<file path="config.mk">
export PLATFORM = sky130hd
export DESIGN_NAME = mult_share_arb_flat
export DESIGN_NICKNAME = d
export VERILOG_FILES = /design/src/rtl/mult_share_pkg.sv /design/src/rtl/mult_share_arb_if.sv /design/src/rtl/mult_8_8.sv /design/src/rtl/rr_arbiter.sv /design/src/rtl/mult_share_arb.sv /design/src/flat_wrapper.sv
export SDC_FILE = /design/constraint.sdc
export NUM_CORES = 1
export LEC_CHECK = 0
export CAP_MARGIN = 0
export CORE_ASPECT_RATIO = 0.7
export CORE_UTILIZATION = 40
export DETAILED_ROUTE_END_ITERATION = 16
export DONT_BUFFER_PORTS = 1
export PLACE_DENSITY_LB_ADDON = 0.3
export SLEW_MARGIN = 10
export SYNTH_ARGS = -nofsm -noshare
export SYNTH_HDL_FRONTEND = slang
export SYNTH_SLANG_ARGS = --single-unit
</file>
<file path="constraint.sdc">
create_clock -name clk -period 6.65 [get_ports clk]
set_input_delay 0.665 -clock clk [delete_from_list [all_inputs] [get_ports clk]]
set_output_delay 0.665 -clock clk [all_outputs]
set_load 0.005 [all_outputs]
</file>
<file path="src/rtl/mult_share_pkg.sv">
// Shared widths and helpers for the time-shared multiplier arbiter.
package mult_share_pkg;

    localparam int MULT_W = 8;
    localparam int PROD_W = 16;

    // Requester ID width; a single bit is kept even when only one ID is needed.
    function automatic int id_width(input int n);
        return (n < 2) ? 1 : $clog2(n);
    endfunction

endpackage

</file>
<file path="src/rtl/mult_share_arb_if.sv">
// Request/result bundle between pixel-datapath requesters and the shared multiplier.
interface mult_share_arb_if
    import mult_share_pkg::*;
#(
    parameter int N_REQ = 4,
    parameter int ID_W  = id_width(N_REQ)
) ();

    logic [N_REQ-1:0]        req_valid;
    logic [N_REQ-1:0]        req_ready;
    logic [MULT_W*N_REQ-1:0] req_a;
    logic [MULT_W*N_REQ-1:0] req_b;
    logic                    res_valid;
    logic                    res_ready;
    logic [PROD_W-1:0]       res_data;
    logic [ID_W-1:0]         res_id;

    // Requester/consumer side
    modport master (
        output req_valid, req_a, req_b, res_ready,
        input  req_ready, res_valid, res_data, res_id
    );

    // Arbiter side
    modport slave (
        input  req_valid, req_a, req_b, res_ready,
        output req_ready, res_valid, res_data, res_id
    );

endinterface

</file>
<file path="src/rtl/mult_8_8.sv">
// Unsigned 8x8 combinational multiplier, full 16-bit product.
module mult_8_8 (
    input  logic [7:0]  a,
    input  logic [7:0]  b,
    output logic [15:0] c
);

    assign c = 16'(a) * 16'(b);

endmodule

</file>
<file path="src/rtl/rr_arbiter.sv">
// Combinational round-robin picker: first valid request at or after ptr, wrapping.
module rr_arbiter
    import mult_share_pkg::*;
#(
    parameter int N_REQ = 4,
    parameter int ID_W  = id_width(N_REQ)
) (
    input  logic [N_REQ-1:0] req_valid,
    input  logic [ID_W-1:0]  ptr,
    input  logic             en,
    output logic [N_REQ-1:0] grant,
    output logic [ID_W-1:0]  grant_id
);

    logic [ID_W:0]   sum;
    logic [ID_W-1:0] idx;
    logic            found;

    // Priority search starting at ptr; grant is suppressed when en is low, id is not.
    always_comb begin
        grant    = '0;
        grant_id = '0;
        found    = 1'b0;
        sum      = '0;
        idx      = '0;
        for (int k = 0; k < N_REQ; k++) begin
            sum = {1'b0, ptr} + (ID_W+1)'(k);
            if (sum >= (ID_W+1)'(N_REQ))
                sum = sum - (ID_W+1)'(N_REQ);
            idx = sum[ID_W-1:0];
            if (!found && req_valid[idx]) begin
                found    = 1'b1;
                grant_id = idx;
            end
        end
        if (en && found)
            grant[grant_id] = 1'b1;
    end

endmodule

</file>
<file path="src/rtl/mult_share_arb.sv">
// Shares one mult_8_8 among N_REQ requesters with round-robin grant and a
// one-entry registered result buffer with backpressure.
module mult_share_arb
    import mult_share_pkg::*;
#(
    parameter int N_REQ = 4,
    parameter int ID_W  = id_width(N_REQ)
) (
    input  logic           clk,
    input  logic           rst,
    mult_share_arb_if.slave bus
);

    logic [ID_W-1:0]                ptr;
    logic [ID_W-1:0]                grant_id;
    logic [ID_W-1:0]                ptr_nxt;
    logic [N_REQ-1:0]               grant;
    logic                           out_free;
    logic                           xfer;
    logic [N_REQ-1:0][MULT_W-1:0]   a_lane;
    logic [N_REQ-1:0][MULT_W-1:0]   b_lane;
    logic [MULT_W-1:0]              op_a;
    logic [MULT_W-1:0]              op_b;
    logic [PROD_W-1:0]              prod;

    // Buffer can take a new product if empty or being drained this cycle.
    assign out_free = !bus.res_valid || bus.res_ready;

    // Reset masks the grant so nothing is accepted in a reset cycle.
    rr_arbiter #(.N_REQ(N_REQ), .ID_W(ID_W)) u_arb (
        .req_valid (bus.req_valid),
        .ptr       (ptr),
        .en        (out_free && !rst),
        .grant     (grant),
        .grant_id  (grant_id)
    );

    assign bus.req_ready = grant;
    assign xfer          = |grant;

    // Operand mux in front of the single multiplier.
    assign a_lane = bus.req_a;
    assign b_lane = bus.req_b;
    assign op_a   = a_lane[grant_id];
    assign op_b   = b_lane[grant_id];

    mult_8_8 u_mult (
        .a (op_a),
        .b (op_b),
        .c (prod)
    );

    assign ptr_nxt = (grant_id == ID_W'(N_REQ-1)) ? '0 : grant_id + ID_W'(1);

    // Result buffer and rotating pointer; loaded on transfer, cleared on drain.
    always_ff @(posedge clk) begin
        if (rst) begin
            bus.res_valid <= 1'b0;
            bus.res_data  <= '0;
            bus.res_id    <= '0;
            ptr           <= '0;
        end else if (xfer) begin
            bus.res_valid <= 1'b1;
            bus.res_data  <= prod;
            bus.res_id    <= grant_id;
            ptr           <= ptr_nxt;
        end else if (bus.res_valid && bus.res_ready) begin
            bus.res_valid <= 1'b0;
        end
    end

endmodule

</file>
<file path="src/flat_wrapper.sv">
// flat-port wrapper written by rule: the top's interface ports become plain ports
module mult_share_arb_flat import mult_share_pkg::*;
#(
    parameter int N_REQ = 4,
    parameter int ID_W  = id_width(N_REQ)
)
  (clk, rst, bus_req_valid, bus_req_a, bus_req_b, bus_res_ready, bus_req_ready, bus_res_valid, bus_res_data, bus_res_id);
  mult_share_arb_if #(.N_REQ(N_REQ), .ID_W(ID_W)) bus_i ();
  input  logic clk;
  input  logic rst;
  input wire logic [$bits(bus_i.req_valid)-1:0] bus_req_valid;
  input wire logic [$bits(bus_i.req_a)-1:0] bus_req_a;
  input wire logic [$bits(bus_i.req_b)-1:0] bus_req_b;
  input wire logic [$bits(bus_i.res_ready)-1:0] bus_res_ready;
  output wire logic [$bits(bus_i.req_ready)-1:0] bus_req_ready;
  output wire logic [$bits(bus_i.res_valid)-1:0] bus_res_valid;
  output wire logic [$bits(bus_i.res_data)-1:0] bus_res_data;
  output wire logic [$bits(bus_i.res_id)-1:0] bus_res_id;
  assign bus_i.req_valid = bus_req_valid;
  assign bus_i.req_a = bus_req_a;
  assign bus_i.req_b = bus_req_b;
  assign bus_i.res_ready = bus_res_ready;
  assign bus_req_ready = bus_i.req_ready;
  assign bus_res_valid = bus_i.res_valid;
  assign bus_res_data = bus_i.res_data;
  assign bus_res_id = bus_i.res_id;
  mult_share_arb #(.N_REQ(N_REQ), .ID_W(ID_W)) u_core (.clk(clk), .rst(rst), .bus(bus_i));
endmodule
</file>
==> metrics.md, run 1 <==
| Metric | Value |
|---|---|
| Outcome | complete, no violations |
| Synth Area in Compound Gates | 0.201 |
| Clock transition at path regs | 0.06 ns |
| Antenna-violating nets left | 0 |
| FF-to-FF Start | u_core.ptr[0] |
| Slew Limit Fails | 0 |
| Initial antenna violation count | 0 |
| Unrepaired setup endpoints after global routing | no |
| Vias in the first global route | 3330 |
| Die H | 84.1 µm |
| End point of the critical path | u_core.bus.res_data[10] |
| Seq cells post-synth | 21 |
| Cell Area, Synth | 0.00385 mm² |
| Pin count of the biggest net entering global routing | 32 |
| Nets | approximately 600 |
| Adder-cell share of the synthesized area | 0.317 |
| Routed WL per cell | between 15 and 20 µm |
| Buffers added on ports | 0 |
| Fin crit share | 0.919 |
| Worst hold path type | reg2reg |
| Top-count cell post-synth | inv_1 |
| CP max FO | 31 |
| Max-Cap Viols | 0 |
| R2R depth | 19 |
| Synth Area in XOR/XNOR | 0.0114 |
| Max Clk Rate | 0.164 GHz |
| Post-route DRC | 0 |
| Drt total wl | around 10000 µm |
| Final Hold Viols | 0 |
| Sink Count | 21 |
| First drt pass iteration count | 5 |
| Clock Latency Late Sink | 0.26 ns |
| RePlAce Congestion | just over 0.9 |
| YS warnings | 0 |
| CP Data Required Time | ~6.8 ns |
| Synth area leaders | fa_1, ha_1, dfxtp_1 |
| Crit path kind | in2reg |
| CTS tree | built |
| Worst Path Arrival | 6.27 ns |
| Avg Inst Size Synth | around 8.6 µm² |
| Post-synthesis sequential area ratio | 0.109 |
| Via density | 6.12 |
| Number of synthesized flops with an enable pin | 0 |
| Simple-Gate Fraction of Synth Area | 0.271 |
| Worst hold slack | 0.466 ns |
| Synthesis-to-layout area growth | 5.10% |
| Setup crit start kind | input port |
| Largest family of logic cells by synthesized area | adder cells |
| CP Capture Type | flip-flop |
| Worst setup margin | 0.540 ns |
| Fraction of registers with async set or reset after synthesis | 0 |
| Resized Gates After CTS | 0 |
| Die area | 0.0100 mm² |
| Row cnt | 29 |
| Remaining Overflow, GRT | 0 |
| CTS root buf | clkbuf_16 |
| Share of layout cells above drive strength 1 | 0.113 |
| Initial cell density of the core | 0.418 |
| Syn Nets | between 500 and 600 |
| Multiplexer share of the synthesized area | 0.00260 |
| Origin of the worst setup path | bus_req_valid[2] |
| N_diodes | 0 |
| Vias | 3464 |
| Post-synth top area cell | fa_1 |
| R2r setup slk | 0.58 ns |
| Cells after synthesis | 450 |
| Worst-Margin Slew | 0.809 ns |
| Most used DFF post-synth | dfxtp_1 |
| IO Pins | between 90 and 100 |
| Reg-to-Reg End | u_core.bus.res_data[10] |
| Floorplan core area | roughly 0.0092 mm² |
| Final HPWL DP | roughly 8500 µm |
| H-tree levels | 1 |
| Clock Skew | 0.00134 ns |
| Cts bufs inserted | 3 |
| Tmin final | between 6 and 7 ns |
| First-pass GRT wire length | 16900 µm |
| Slew margin rel. | 0.461 |
| Postcts setup bufs | 0 |
| Setup slack at placement | 0.351 ns |
| Drt first-iter violations | 193 |
| Setup-failing EPs final | 0 |
| CTS Hold Buffers Added | 0 |
| Commonest cells post-synth | inv_1, ha_1, nor4_1 |
| Post-synth top area share | 0.187 |
| Fin util | 0.439 |
| Netlist cell types | 53 |
| CTS Buffer Depth | 2 |
| Die W | 119 µm |
| Post-Route Setup TNS | 0 ns |
| Gr usage total | 0.207 |
==> cell usage in the layout, fill, tap and decap left out, types with 2 or more instances in the layout <==
cell type  instances
ha_1              40
o211ai_1           3
a21o_1             4
o21ai_0           12
xor2_1             3
clkbuf_16          3
nand2b_1           3
nor4b_1            2
o21a_1             2
xnor2_1            2
nor2_1            15
or3_1              6
nor2b_1            6
nand2_1           24
nand3_1            6
buf_4             10
a21oi_1           17
nor4_1            37
a21boi_0           2
or4_1             20
and2_1             4
inv_1             53
a211oi_1           8
dfxtp_1           21
o32ai_2            2
and3_1            35
a211oi_2          28
fa_1              36
nor3_1            15
==> cells by family (layout without fill, tap and decap cells) <==
kind of cell	Yosys count	count (layout)
fa+ha+maj	76	76
buf+inv	77	69
mux	1	1
xor+xnor	5	5
simple gates	180	180
compound gates	90	90
flops	21	21
==> worst max-delay path, stage by stage <==
cell and delay, ns:
nor2b_1 0.14, or4b_1 0.64, and2_4 0.23, clkinv_4 0.25, a211oi_2 0.24, or4_1 0.63
fa_1 0.41, inv_1 0.08, fa_1 0.38, inv_1 0.07, fa_1 0.43, fa_1 0.54
inv_1 0.04, ha_1 0.32, o21ai_0 0.16, o211ai_1 0.26, nand2_1 0.17, or2_2 0.30
a311oi_1 0.28
==> worst min-delay path by stage <==
| stage | start | to | slack, ns | cells past startpoint |
|---|---|---|---|---|
| after CTS | rst | u_core.bus.res_id[0] | 0.47 | 1 |
| final | u_core.bus.res_data[5] | u_core.bus.res_data[5] | 0.47 | 2 |
| after global routing | rst | u_core.ptr[1] | 0.46 | 1 |
| after floorplan | u_core.bus.res_data[5] | u_core.bus.res_data[5] | 0.45 | 2 |
| after detailed placement | u_core.bus.res_data[3] | u_core.bus.res_data[3] | 0.47 | 2 |
| after global placement | u_core.bus.res_data[3] | u_core.bus.res_data[3] | 0.46 | 2 |
==> registers in the layout, indices dropped and copies added, names as in the netlist <==
register and flops:
u_core.bus.res_valid 1, u_core.bus.res_id 2, u_core.ptr 2, u_core.bus.res_data 16
==> per-layer routing <==
metal / GRT usage / wire length (µm) / share of wire / vias up
met3: 0.0430 / 960 / 0.093 / 12
met4: 0.0345 / 110 / 0.011 / 0
met5: 0 / 0 / 0 / -
li1: - / - / - / 1646
met2: 0.322 / 4610 / 0.45 / 144
met1: 0.296 / 4660 / 0.45 / 1662
==> stage by stage <==
stage	std cells	area, µm²
detailed placement	562	3960
CTS	566	4050
global placement	562	3960
finish	566	4050
floorplan	450	3850
global route	566	4050
==> area by class of cell <==
type                            instances  area (µm²)
Fill cell                             920        5170
Multi-Input combinational cell        352        3100
Sequential cell                        21         420
Inverter                               55         214
Tap cell                              124         155
Clock buffer                            3        75.1
Timing Repair Buffer                   10        75.1
Clock inverter                          1        7.51
Power of run 1 is left out: the tool's default activity adds up to more than one toggle a clock period on the data nets, which glitch-free logic cannot reach.
==> run 2, diff against run 1 <==
- RECOVER_POWER: default -> 100
==> metrics.md, run 2 (same netlist as run 1, synthesis figures left out) <==
| Metric | Value |
|---|---|
| First drt pass iteration count | 5 (unchanged) |
| First-pass GRT wire length | 16900 µm (unchanged) |
| Gr usage total | 0.207 (unchanged) |
| Sink Count | 21 (unchanged) |
| CTS Buffer Depth | 2 (unchanged) |
| Pin count of the biggest net entering global routing | 32 (unchanged) |
| Nets | 590 (unchanged) |
| Global-route met3 utilization | 0.0430 (unchanged) |
| Register with the most flip-flops | u_core.bus.res_data |
| Die area | 0.0100 mm² (unchanged) |
| Drt total wl | 10300 µm (about the same) |
| Clock Skew | 0.00164 ns (+0.000305 ns) |
| Setup crit start kind | input port |
| IO Pins | 94 (unchanged) |
| Setup-failing EPs final | 0 (unchanged) |
| Crit path kind | in2reg |
| Worst hold stages | 2 (unchanged) |
| Clock Latency Late Sink | 0.26 ns (about the same) |
| Row cnt | 29 (unchanged) |
| Clock transition at path regs | 0.06 ns (about the same) |
| Via density | 6.18 (+1.0%) |
| Floorplan core area | 0.00922 mm² (unchanged) |
| Commonest non-fill, non-tap cells in the layout | inv_1, ha_1, nor4_1 |
| N_diodes | 0 (unchanged) |
| Max-Cap Viols | 0 (unchanged) |
| Unrepaired setup endpoints after global routing | no |
| CP cell instances | nor2b_1 > or4b_1 > and2_4 > clkinv_4 > a211oi_1 > clkbuf_1 > or4_1 > fa_1 > inv_1 > fa_1 > inv_1 > fa_1 > fa_1 > inv_1 > ha_1 > o21ai_0 > o211ai_1 > nand2_1 > or2_2 > a311oi_1 |
| Antenna-violating nets left | 0 (unchanged) |
| Synthesis-to-layout area growth | 4.78% |
| Post-Route Setup TNS | 0 ns (unchanged) |
| Cts bufs inserted | 3 (unchanged) |
| H-tree levels | 1 (unchanged) |
| Post-route DRC | 0 (unchanged) |
| Number of flip-flops in the largest register | 16 (unchanged) |
| Setup slack at placement | 0.351 ns (unchanged) |
| Buffers added on ports | 0 (unchanged) |
| Worst setup margin | 0.522 ns (-0.0174 ns) |
| CP Depth | 20 (+1) |
| CP peak stage delay | 0.64 ns (about the same) |
| Leading cell type in the layout, fill and taps excluded | inv_1 |
| Postcts setup bufs | 0 (unchanged) |
| Worst Path Arrival | 6.29 ns (+0.02 ns) |
| Initial antenna violation count | 0 (unchanged) |
| R2R depth | 20 (+1) |
| Most frequent CP cell | fa_1 |
| Resized Gates After CTS | 0 (unchanged) |
| Outcome | complete, no violations |
| Slew Limit Fails | 0 (unchanged) |
| CP Data Required Time | 6.81 ns (about the same) |
| CTS tree | built |
| Bufs and invs on worst path | 5 (+1) |
| Slew margin rel. | 0.459 (-0.00141) |
| Met1 Use GR | 0.296 (unchanged) |
| Die H | 84.1 µm (unchanged) |
| Remaining Overflow, GRT | 0 (unchanged) |
| Slowest cell on the critical path | or4b_1 |
| GR met2 Demand/Resource | 0.322 (unchanged) |
| RePlAce Congestion | 0.915 (unchanged) |
| CP delay by family, top | adder cells |
| CTS Hold Buffers Added | 0 (unchanged) |
| Final Hold Viols | 0 (unchanged) |
| Busiest metal layer after global routing | met2 |
| Final HPWL DP | 8530 µm (unchanged) |
| CP max FO | 31 (unchanged) |
| Vias in the first global route | 3330 (unchanged) |
| Routed WL per cell | 18.2 µm (about the same) |
| Initial cell density of the core | 0.418 (unchanged) |
| Worst-Margin Slew | 0.811 ns (+0.00211 ns) |
| Vias | 3500 (+1.0%) |
| Fin crit share | 0.921 (+0.00262) |
| Die W | 119 µm (unchanged) |
| Worst hold path type | reg2reg |
| Biggest regs | u_core.bus.res_data x16, u_core.bus.res_id x2, u_core.ptr x2 |
| CP Capture Type | flip-flop |
| Worst hold slack | 0.466 ns (+0.000133 ns) |
| Drt first-iter violations | 200 (+3.6%) |
| CTS root buf | clkbuf_16 |
| Share of layout cells above drive strength 1 | 0.106 (-0.00679) |
| Tmin final | 6.13 ns (+0.0174 ns) |
| Max Clk Rate | 0.163 GHz (-0.28%) |
run 2: worst paths after layout:
check	from	to	slack (ns)
max reg2reg	u_core.ptr[0]	u_core.bus.res_data[10]	0.56
min	u_core.bus.res_data[5]	u_core.bus.res_data[5]	0.47
min reg2reg	u_core.bus.res_data[5]	u_core.bus.res_data[5]	0.47
max	bus_req_valid[2]	u_core.bus.res_data[10]	0.52
run 2: stage by stage:
step / util / area, µm² / cells
6_report: 0.438 / 4030 / 566
5_1_grt: 0.438 / 4030 / 566
4_1_cts: 0.439 / 4050 / 566
3_5_place_dp: 0.430 / 3960 / 562
3_3_place_gp: 0.430 / 3960 / 562
2_1_floorplan: - / 3850 / 450
run 2: layout make-up:
type                    instances  area (µm²)
clock buffers                   3        75.1
clock inverters                 1        7.51
fillers                       923        5180
inverters                      55         214
multi-input cells             352        3090
flip-flops and latches         21         420
well taps                     124         155
repair buffers                 10        67.6
run 2: per-layer routing:
| metal | wire length [µm] | up-vias | share of wire |
|---|---|---|---|
| li1 | - | 1651 | - |
| met1 | 4640 | 1668 | 0.45 |
| met5 | 0 | - | 0 |
| met4 | 121 | 0 | 0.012 |
| met3 | 985 | 16 | 0.095 |
| met2 | 4580 | 165 | 0.44 |
run 2: worst min-delay path, stage by stage, from the launching register on:
cell     delay [ns]
dfxtp_1        0.32
nand2_1        0.06
a21oi_1        0.05
Power of run 2 is left out for the same reason.
==> run 3, diff against run 2 <==
- SLEW_MARGIN: 10 -> 25
==> results of run 3 <==
No change in the layout: final DEF, timing and power equal those of run 2.
Power of run 3 is left out for the same reason.
